[src/rtl/uart_rx_core.sv]
`default_nettype none
// ============================================================================
// Module   : uart_rx_core
// Purpose  : Asynchronous serial receiver. Oversamples RX_IN with the system
//            clock, detects the start edge, samples each bit mid-period, and
//            delivers the data word with parity and framing status.
// Ports    : CLK      - system clock, all state on the rising edge
//            RST_N    - asynchronous active-low reset
//            RX_EN    - receiver enable; low aborts and holds in IDLE
//            RX_IN    - serial line, idle high (asynchronous)
//            RX_OUT   - last received data word (DATA_W bits)
//            DONE     - one-cycle pulse when a frame completes
//            BUSY     - high while a frame is in progress
//            PAR_ERR  - parity mismatch on the last frame (0 when PARITY=0)
//            FRM_ERR  - a stop bit was sampled low on the last frame
// Options  : UART_RX_MAJORITY_EN - when defined, every bit decision is a
//            2-of-3 vote over three neighbouring mid-bit samples.
// Revision : 1.0 - initial release
// ============================================================================
module uart_rx_core #(
    parameter int CLK_F     = 50000000,
    parameter int UART_B    = 115200,
    parameter int DATA_W    = 8,
    parameter int PARITY    = 0,
    parameter int STOP_BITS = 1
) (
    input  logic              CLK,
    input  logic              RST_N,
    input  logic              RX_EN,
    input  logic              RX_IN,
    output logic [DATA_W-1:0] RX_OUT,
    output logic              DONE,
    output logic              BUSY,
    output logic              PAR_ERR,
    output logic              FRM_ERR
);

    localparam int c_B_CNT = CLK_F / UART_B;
    localparam int c_HALF  = c_B_CNT / 2;
    localparam int c_CNT_W = $clog2(c_B_CNT);
    localparam int c_BIT_W = $clog2(DATA_W);

    typedef enum logic [2:0] {
        S_IDLE  = 3'd0,
        S_START = 3'd1,
        S_DATA  = 3'd2,
        S_PAR   = 3'd3,
        S_STOP  = 3'd4
    } state_t;

    state_t              r_state;
    state_t              w_state_nxt;

    logic                r_sync1;
    logic                r_sync2;
    logic                r_prev;
    logic [c_CNT_W-1:0]  r_cnt;
    logic [c_BIT_W-1:0]  r_bit_cnt;
    logic [DATA_W-1:0]   r_shift;
    logic                r_par_bit;
    logic                r_frm_acc;
    logic [DATA_W-1:0]   r_rx_out;
    logic                r_done;
    logic                r_par_err;
    logic                r_frm_err;

    logic                w_bit;
    logic                w_tick;
    logic                w_start_edge;
    logic                w_cnt_clr;
    logic                w_done;
    logic                w_par_err;

    // ------------------------------------------------------------------------
    // Line synchroniser. r_prev is the previous synchronised value, used for
    // falling-edge detection; because it must see a 1 before an edge counts,
    // a line stuck low (break) can never start a new frame.
    // ------------------------------------------------------------------------
    always_ff @(posedge CLK or negedge RST_N) begin
        if (!RST_N) begin
            r_sync1 <= 1'b1;
            r_sync2 <= 1'b1;
            r_prev  <= 1'b1;
        end else begin
            r_sync1 <= RX_IN;
            r_sync2 <= r_sync1;
            r_prev  <= r_sync2;
        end
    end

    // ------------------------------------------------------------------------
    // Bit value. The decision is always taken at count HALF-1. In voting mode
    // r_prev holds the sample from count HALF-2 and r_sync1 already holds the
    // value r_sync2 will present at count HALF, so the three votes cover
    // HALF-2..HALF without delaying the decision.
    // ------------------------------------------------------------------------
`ifdef UART_RX_MAJORITY_EN
    assign w_bit = (r_prev & r_sync2) | (r_prev & r_sync1) | (r_sync2 & r_sync1);
`else
    assign w_bit = r_sync2;
`endif

    assign w_tick       = (r_cnt == c_CNT_W'(c_HALF - 1));
    assign w_start_edge = RX_EN & r_prev & ~r_sync2;

    // ------------------------------------------------------------------------
    // State register
    // ------------------------------------------------------------------------
    always_ff @(posedge CLK or negedge RST_N) begin
        if (!RST_N) begin
            r_state <= S_IDLE;
        end else begin
            r_state <= w_state_nxt;
        end
    end

    // ------------------------------------------------------------------------
    // Next-state and control decode
    // ------------------------------------------------------------------------
    always_comb begin
        w_state_nxt = r_state;
        w_cnt_clr   = 1'b0;
        w_done      = 1'b0;
        case (r_state)
            S_IDLE: begin
                if (w_start_edge) begin
                    w_state_nxt = S_START;
                    w_cnt_clr   = 1'b1;
                end
            end
            S_START: begin
                // A high line at the start-bit centre is a glitch, not a frame.
                if (w_tick) begin
                    w_state_nxt = w_bit ? S_IDLE : S_DATA;
                end
            end
            S_DATA: begin
                if (w_tick && (r_bit_cnt == c_BIT_W'(DATA_W - 1))) begin
                    w_state_nxt = (PARITY != 0) ? S_PAR : S_STOP;
                end
            end
            S_PAR: begin
                if (w_tick) begin
                    w_state_nxt = S_STOP;
                end
            end
            S_STOP: begin
                if (w_tick && (r_bit_cnt == c_BIT_W'(STOP_BITS - 1))) begin
                    w_state_nxt = S_IDLE;
                    w_done      = 1'b1;
                end
            end
            default: begin
                w_state_nxt = S_IDLE;
            end
        endcase
        // Disable overrides everything: abort silently, outputs untouched.
        if (!RX_EN) begin
            w_state_nxt = S_IDLE;
            w_cnt_clr   = 1'b0;
            w_done      = 1'b0;
        end
    end

    // ------------------------------------------------------------------------
    // Baud counter: free-runs modulo B_CNT for the whole frame so that every
    // bit after the start check is sampled exactly B_CNT clocks later.
    // ------------------------------------------------------------------------
    always_ff @(posedge CLK or negedge RST_N) begin
        if (!RST_N) begin
            r_cnt <= '0;
        end else if (w_cnt_clr || (r_state == S_IDLE)) begin
            r_cnt <= '0;
        end else if (r_cnt == c_CNT_W'(c_B_CNT - 1)) begin
            r_cnt <= '0;
        end else begin
            r_cnt <= r_cnt + c_CNT_W'(1);
        end
    end

    // Bit index within the current DATA or STOP phase; zeroed on any change
    // of state so each phase counts from 0.
    always_ff @(posedge CLK or negedge RST_N) begin
        if (!RST_N) begin
            r_bit_cnt <= '0;
        end else if (w_state_nxt != r_state) begin
            r_bit_cnt <= '0;
        end else if (w_tick && ((r_state == S_DATA) || (r_state == S_STOP))) begin
            r_bit_cnt <= r_bit_cnt + c_BIT_W'(1);
        end
    end

    // ------------------------------------------------------------------------
    // Parity check over data plus received parity bit
    // ------------------------------------------------------------------------
    always_comb begin
        w_par_err = 1'b0;
        if (PARITY == 1) begin
            w_par_err = ^{r_shift, r_par_bit};
        end else if (PARITY == 2) begin
            w_par_err = ~^{r_shift, r_par_bit};
        end
    end

    // ------------------------------------------------------------------------
    // Datapath: shift register, per-frame status and delivered outputs
    // ------------------------------------------------------------------------
    always_ff @(posedge CLK or negedge RST_N) begin
        if (!RST_N) begin
            r_shift   <= '0;
            r_par_bit <= 1'b0;
            r_frm_acc <= 1'b0;
            r_rx_out  <= '0;
            r_done    <= 1'b0;
            r_par_err <= 1'b0;
            r_frm_err <= 1'b0;
        end else begin
            r_done <= w_done;
            if (w_cnt_clr) begin
                r_frm_acc <= 1'b0;
            end
            if (w_tick && (r_state == S_DATA)) begin
                // LSB arrives first, so shift right and insert at the top.
                r_shift <= {w_bit, r_shift[DATA_W-1:1]};
            end
            if (w_tick && (r_state == S_PAR)) begin
                r_par_bit <= w_bit;
            end
            if (w_tick && (r_state == S_STOP) && !w_bit) begin
                r_frm_acc <= 1'b1;
            end
            if (w_done) begin
                r_rx_out  <= r_shift;
                r_par_err <= w_par_err;
                r_frm_err <= r_frm_acc | ~w_bit;
            end
        end
    end

    assign RX_OUT  = r_rx_out;
    assign DONE    = r_done;
    assign BUSY    = (r_state != S_IDLE);
    assign PAR_ERR = r_par_err;
    assign FRM_ERR = r_frm_err;

endmodule
`default_nettype wire

[config.mk]
export PLATFORM = sky130hd
export DESIGN_NAME = uart_rx_core
export DESIGN_NICKNAME = d
export VERILOG_FILES = /design/src/rtl/uart_rx_core.sv
export SDC_FILE = /design/constraint.sdc
export NUM_CORES = 1
export LEC_CHECK = 0
export ABC_AREA = 1
export BUFFER_PORTS_ARGS = -buffer_cell sky130_fd_sc_hd__buf_2
export CORE_MARGIN = 4
export CORE_UTILIZATION = 55
export DETAILED_ROUTE_END_ITERATION = 6
export GPL_ROUTABILITY_DRIVEN = 0
export GPL_TIMING_DRIVEN = 1
export PLACE_DENSITY = 0.75
export SLEW_MARGIN = 20
export SYNTH_ARGS = -nofsm -noshare
export SYNTH_HDL_FRONTEND = slang
export SYNTH_SLANG_ARGS = --single-unit
export TNS_END_PERCENT = 10
[constraint.sdc]
create_clock -name CLK -period 1.8 [get_ports CLK]
set_clock_uncertainty 0.2 [all_clocks]
set_input_delay 0.09 -clock CLK [delete_from_list [all_inputs] [get_ports CLK]]
set_output_delay 0.09 -clock CLK [all_outputs]
set_load 0.005 [all_outputs]
; ---- After elaboration in Yosys (flattened, before gate mapping)
; Index checks and enable logic that the tools add are counted.
; W data, S select, Z words.
[word_totals]
ff_bits = 37
in_bits = 4
wordCells = 59
output_inout_bits = 12
[op_classes]
n_reduce_logical = 14
bitwise_logic = 4
add_sub_neg = 2
eq_ne = 8
mux = 20
[op_table]
columns = op, count
row1 = $mux W3, 8
row2 = $mux W9, 2
row3 = $pmux W3 S5, 1
row4 = $add A9 B1 Y9 const B, 1
row5 = $eq A9 B8 Y1 const B, 1
row6 = $eq A9 B9 Y1 const B, 1
row7 = $mux W1, 8
row8 = $eq A3 B2 Y1 const B, 2
row9 = $eq A3 B3 Y1 const B, 2
row10 = $logic_and A1 B1 Y1, 6
row11 = $logic_not A3 Y1, 2
row12 = $reduce_bool A2 Y1, 2
row13 = $add A3 B1 Y3 const B, 1
row14 = $eq A3 B1 Y1 const B, 1
row15 = $ne A3 B3 Y1, 1
row16 = $reduce_bool A3 Y1, 1
row17 = $and A1 B1 Y1, 2
row18 = $logic_or A1 B1 Y1, 2
row19 = $mux W2, 1
row20 = $logic_not A1 Y1, 1
row21 = $not A1 Y1, 1
row22 = $or A1 B1 Y1, 1

; ---- Longest topological paths before layout
[depth]
word_depth = 7
depth_mapped = 12
mapped_depth_nobuf = 12

; ---- Worst setup path after synthesis
; No wires, ideal clock.
[synth_path]
kind = reg2reg
start = register r_cnt[0]
end = register r_rx_out[6] (netlist: RX_OUT[6])
stages_incl_launch_ff = 11
slack_ns = 0.168
synth_period_minus_slack_ns = 1.632
setup_ns = 0.121
required_time_ns = 1.479
n_path_buf = 1
t_arrival_ns = 1.312
path_cell_list = dfrtp_1 > inv_1 > ha_1 > nand2_1 > nor2_4 > nand2_4 > clkinv_4 > nand3_4 > buf_2 > nand2_1 > o21ai_1
[synth_via]
elab_chain_len = 5
[synth_lines]
columns = element, line_no
row1 = from (decl), 57  ; logic [c_CNT_W-1:0] r_cnt;
row2 = from (signal assigned), 177  ; r_cnt <= r_cnt + c_CNT_W'(1);
row3 = $eq A9 B8 Y1, 103  ; assign w_tick = (r_cnt == c_CNT_W'(c_HALF - 1));
row4 = $logic_and A1 B1 Y1, 148  ; if (w_tick && (r_bit_cnt == c_BIT_W'(STOP_BITS - 1))) begin
row5 = $mux W1, 148
row6 = $mux W1, 124  ; case (r_state)
row7 = $mux W1, 158  ; if (!RX_EN) begin
row8 = to (signal assigned), 233  ; r_rx_out <= r_shift;
row9 = to (decl), 62  ; logic [DATA_W-1:0] r_rx_out;
; Every way passes these cells.
; A chain may end at the register's enable or synchronous reset.

; ---- Worst setup path in the final report
[layout_path]
start = register r_state[0]
end = register r_rx_out[4] (netlist: RX_OUT[4])
[layout_via]
elab_chain_len = 3
[layout_lines]
columns = element, line_no
row1 = from (decl), 51  ; state_t r_state;
row2 = from (signal assigned), 113  ; r_state <= w_state_nxt;
row3 = $eq A3 B3 Y1, 124
row4 = $mux W1, 124
row5 = $mux W1, 158
; Every way passes these cells.

==> results.sh <==
export IMPL_timing_critical_path_slowest_stage_cell="sky130_fd_sc_hd__dfrtp_1"
export IMPL_critPathCaptureType="flip-flop"
export IMPL_multi_input_comb_area_um2=768.2
export IMPL_firstDrtPassIters=4
export IMPL_total_power_mw=1.519
export IMPL_port_buffer_count=14
export IMPL_yosys_register_bits=37
export IMPL_tritoncts_num_buffers=5
export IMPL_drc=0
export IMPL_irDropWorstVdd_mv=0.5879
export IMPL_synth_nets=216
export IMPL_failing_checks="setup timing"
export IMPL_power_density_nw_per_um2=684.6
export IMPL_hold_viol=0
export IMPL_clock_root_buffer="sky130_fd_sc_hd__clkbuf_4"
export IMPL_final_max_slew_viol_count=0
export IMPL_row_count=20
export IMPL_max_freq_ghz=0.5386
export IMPL_cts_sinks=37
export IMPL_placedCellCount=266
export IMPL_route_final_wire_length_um=3619
export IMPL_areaGrowthSynthToFinish_pct=23.73
export IMPL_finalNonFillerCells=286
export IMPL_crit_path_start_kind="flip-flop"
export IMPL_routed_via_count=1400
export IMPL_nets=251
export IMPL_detail_route_wl_per_cell_um=12.65
export IMPL_period_minus_slack_ns=1.857
export IMPL_timing_critical_path_arrival_ns=1.90
export IMPL_setup_violating_endpoint_count_in_the_final_report=9
export IMPL_rr_worst_depth=9
export IMPL_cts_clk_slew_worst_paths_ns=0.11
export IMPL_regToRegSetupSlack_ns=-0.06
export IMPL_yosys_warnings=0
export IMPL_p_leak_nw=1.139
export IMPL_seq_area_um2=929.6
export IMPL_synth_cell_types=29
export IMPL_path_cells="inv_2 > nand2_1 > nor2_2 > inv_1 > nor2_2 > nand3_4 > buf_12 > nand2_1 > o21ai_1"
export IMPL_worstHoldPathType="in2async"
export IMPL_io_pins=16
export IMPL_worstReg2RegEnd="RX_OUT[4]"
export IMPL_critical_path_max_stage_delay_ns=0.45
export IMPL_timing_critical_path_from="r_state[0]"
export IMPL_n_fill_cell=236
export IMPL_crit_family="simple AND/OR/NAND/NOR gates"
export IMPL_antenna_left=0
export IMPL_post_synth_instance_area_um2=1793
export IMPL_outcome="finished with violations"
export IMPL_worst_r2r_startpoint="r_state[0]"
export IMPL_finalWorstSetupSlack_ns=-0.05652
export IMPL_place_hpwl_um=2338
export IMPL_h_tree_depth=2
export IMPL_critical_path_required_ns=1.85
export IMPL_global_route_usage_total_pct=18.62
export IMPL_syn_avg_cell_area_um2=8.704
export IMPL_wire_length_of_the_first_global_routing_pass_um=5982
export IMPL_mostFrequentLayoutCells="42 x sky130_fd_sc_hd__nand2_1, 34 x sky130_fd_sc_hd__dfrtp_1, 32 x sky130_fd_sc_hd__inv_1, 18 x sky130_fd_sc_hd__nor2_1, 14 x sky130_fd_sc_hd__buf_2"
export IMPL_yosysSeqAreaShare_pct=51.85
export IMPL_cp_buffers_inverters=3
export IMPL_first_iter_violations=77
export IMPL_globalRoute_totalOverflow=0
export IMPL_initial_antenna_violation_count=0
export IMPL_start_util_pct=58.25
export IMPL_timing_worst_setup_path_type="reg2reg"
export IMPL_maximum_number_of_pins_on_one_net_before_global_route_repair=38
export IMPL_post_route_cells_drive_above_1_share_pct=29.34
export IMPL_period_share_pct=103.1
export IMPL_die_h_um=65.10
export IMPL_max_cap_violations=0
export IMPL_clock_path_buffers=2
export IMPL_antenna_cells=0
export IMPL_placeableCoreArea_um2=3078
export IMPL_clk_insertion_delay_late_ns=0.35
export IMPL_vias_in_the_first_global_route=1372
export IMPL_cts_tree="built"
export IMPL_viasPerCell=4.895
export IMPL_rsz_0062_raised_after_global_routing="true"
export IMPL_synth_cells=206
export IMPL_floorplan_die_width_um=65.10
export IMPL_critical_path_peak_fanout=15
export IMPL_die_area_um2=4237
export IMPL_final_common_cell="sky130_fd_sc_hd__nand2_1"
## metrics by stage
stage / cell area, um2 / worst slack, ns / hold slack [ns] / utilization [%] / setup TNS [ns]
after floorplan: 1793 / 0.1676 / -0.4056 / - / 0
after global placement: 1944 / 0.06572 / -0.04223 / 63.17 / 0
after detailed placement: 1944 / 0.02151 / -0.04115 / 63.17 / 0
after CTS: 2062 / 0.01833 / 0.1108 / 66.99 / 0
after global routing: 2218 / -0.1214 / 0.1388 / 72.07 / -1.379
final: 2218 / -0.05652 / 0.09637 / 72.07 / -0.3380
## worst reg2reg max path, delay by kind of cell (launching register included)
| family | cells | cell delay, ns |
|---|---|---|
| simple gates | 5 | 0.67 |
| buf+inv | 3 | 0.37 |
| compound gates | 1 | 0.07 |
| flops | 1 | 0.45 |
## final cells by class
cell class,instances,share of cell area [%]
inverters,38,6.768
multi-input cells,128,34.63
clock buffers,7,2.482
repair buffers,31,10.38
well taps,44,2.482
flip-flops and latches,37,41.91
clock inverters,1,1.354
## sequential cells by signal, indices dropped and copies added, names as in the netlist
register   count
r_state        3
r_bit_cnt      3
r_shift        8
r_cnt          9
FRM_ERR        1
RX_OUT         8
r_sync1        1
DONE           1
r_sync2        1
r_frm_acc      1
r_prev         1
## worst max path at each step
| stage | to | slack, ns | cells after the start |
|---|---|---|---|
| 3_3_place_gp | r_bit_cnt[2] | 0.07 | 12 |
| 3_5_place_dp | r_bit_cnt[0] | 0.02 | 12 |
| 2_1_floorplan | RX_OUT[6] | 0.17 | 10 |
| 6_report | RX_OUT[4] | -0.06 | 9 |
| 4_1_cts | r_cnt[0] | 0.02 | 5 |
| 5_1_grt | FRM_ERR | -0.12 | 12 |
## routing by layer
metal	global-route usage [%]	vias to the layer above	routed length [um]
li1	-	707	-
met1	22.57	660	1600
met2	31.03	24	1793
met3	5.128	9	147
met4	8.290	0	77
met5	0	-	0
## synth_stat cells
| cell | count | area, um2 |
|---|---|---|
| sky130_fd_sc_hd__nand2_2 | 2 | 12.51 |
| sky130_fd_sc_hd__nand2_4 | 1 | 11.26 |
| sky130_fd_sc_hd__nand3_1 | 5 | 25.02 |
| sky130_fd_sc_hd__dfrtp_1 | 34 | 850.8 |
| sky130_fd_sc_hd__buf_2 | 1 | 5.000 |
| sky130_fd_sc_hd__dfstp_2 | 3 | 78.83 |
| sky130_fd_sc_hd__o21ai_0 | 9 | 45.04 |
| sky130_fd_sc_hd__o21bai_1 | 1 | 7.510 |
| sky130_fd_sc_hd__nor4_2 | 1 | 12.51 |
| sky130_fd_sc_hd__nor2_2 | 2 | 12.51 |
| sky130_fd_sc_hd__nor2_4 | 2 | 22.52 |
| sky130_fd_sc_hd__inv_2 | 4 | 15.01 |
| sky130_fd_sc_hd__nand3_2 | 2 | 20.02 |
| sky130_fd_sc_hd__ha_1 | 6 | 75.07 |
| sky130_fd_sc_hd__xor2_1 | 2 | 17.52 |
| sky130_fd_sc_hd__buf_4 | 1 | 7.510 |
| sky130_fd_sc_hd__nor3_1 | 4 | 20.02 |
| sky130_fd_sc_hd__conb_1 | 1 | 3.750 |
| sky130_fd_sc_hd__nor2_1 | 21 | 78.83 |
| sky130_fd_sc_hd__nand4_1 | 3 | 18.77 |
| sky130_fd_sc_hd__nand2_1 | 50 | 187.7 |
| sky130_fd_sc_hd__o41ai_2 | 1 | 16.27 |
| sky130_fd_sc_hd__nand3_4 | 2 | 35.03 |
| sky130_fd_sc_hd__a32o_1 | 1 | 10.01 |
| sky130_fd_sc_hd__clkinv_4 | 1 | 8.760 |
| sky130_fd_sc_hd__a21oi_1 | 3 | 15.01 |
| sky130_fd_sc_hd__inv_1 | 33 | 123.9 |
| sky130_fd_sc_hd__o21ai_1 | 9 | 45.04 |
| sky130_fd_sc_hd__buf_6 | 1 | 11.26 |
## kinds of logic after synthesis
kind of cell	synth area share, %
AND/OR/NAND/NOR	25.47
buffers and inverters	9.560
flip-flops	51.85
AO/OA/AOI/OAI	7.746
adder cells (fa/ha/maj)	4.187
XOR/XNOR	0.9771
other	0.2092
## where the power goes
group | switching, mW | internal (mW) | total (mW)
Clock | 0.269 | 0.332 | 0.600
Combinational | 0.0486 | 0.0259 | 0.0745
Sequential | 0.00431 | 0.839 | 0.844
Total | 0.322 | 1.20 | 1.52
## what timing repair did
item | 4_1_cts | 5_1_grt
pin swaps | 0 | 11
setup endpoints to repair | 1 | 28
resized for setup | 1 | 23
hold endpoints to repair | 46 | 0
buffers inserted | 0 | 9
hold buffers | 3 | 0
Note: power is estimated with default switching activity, not from simulation.
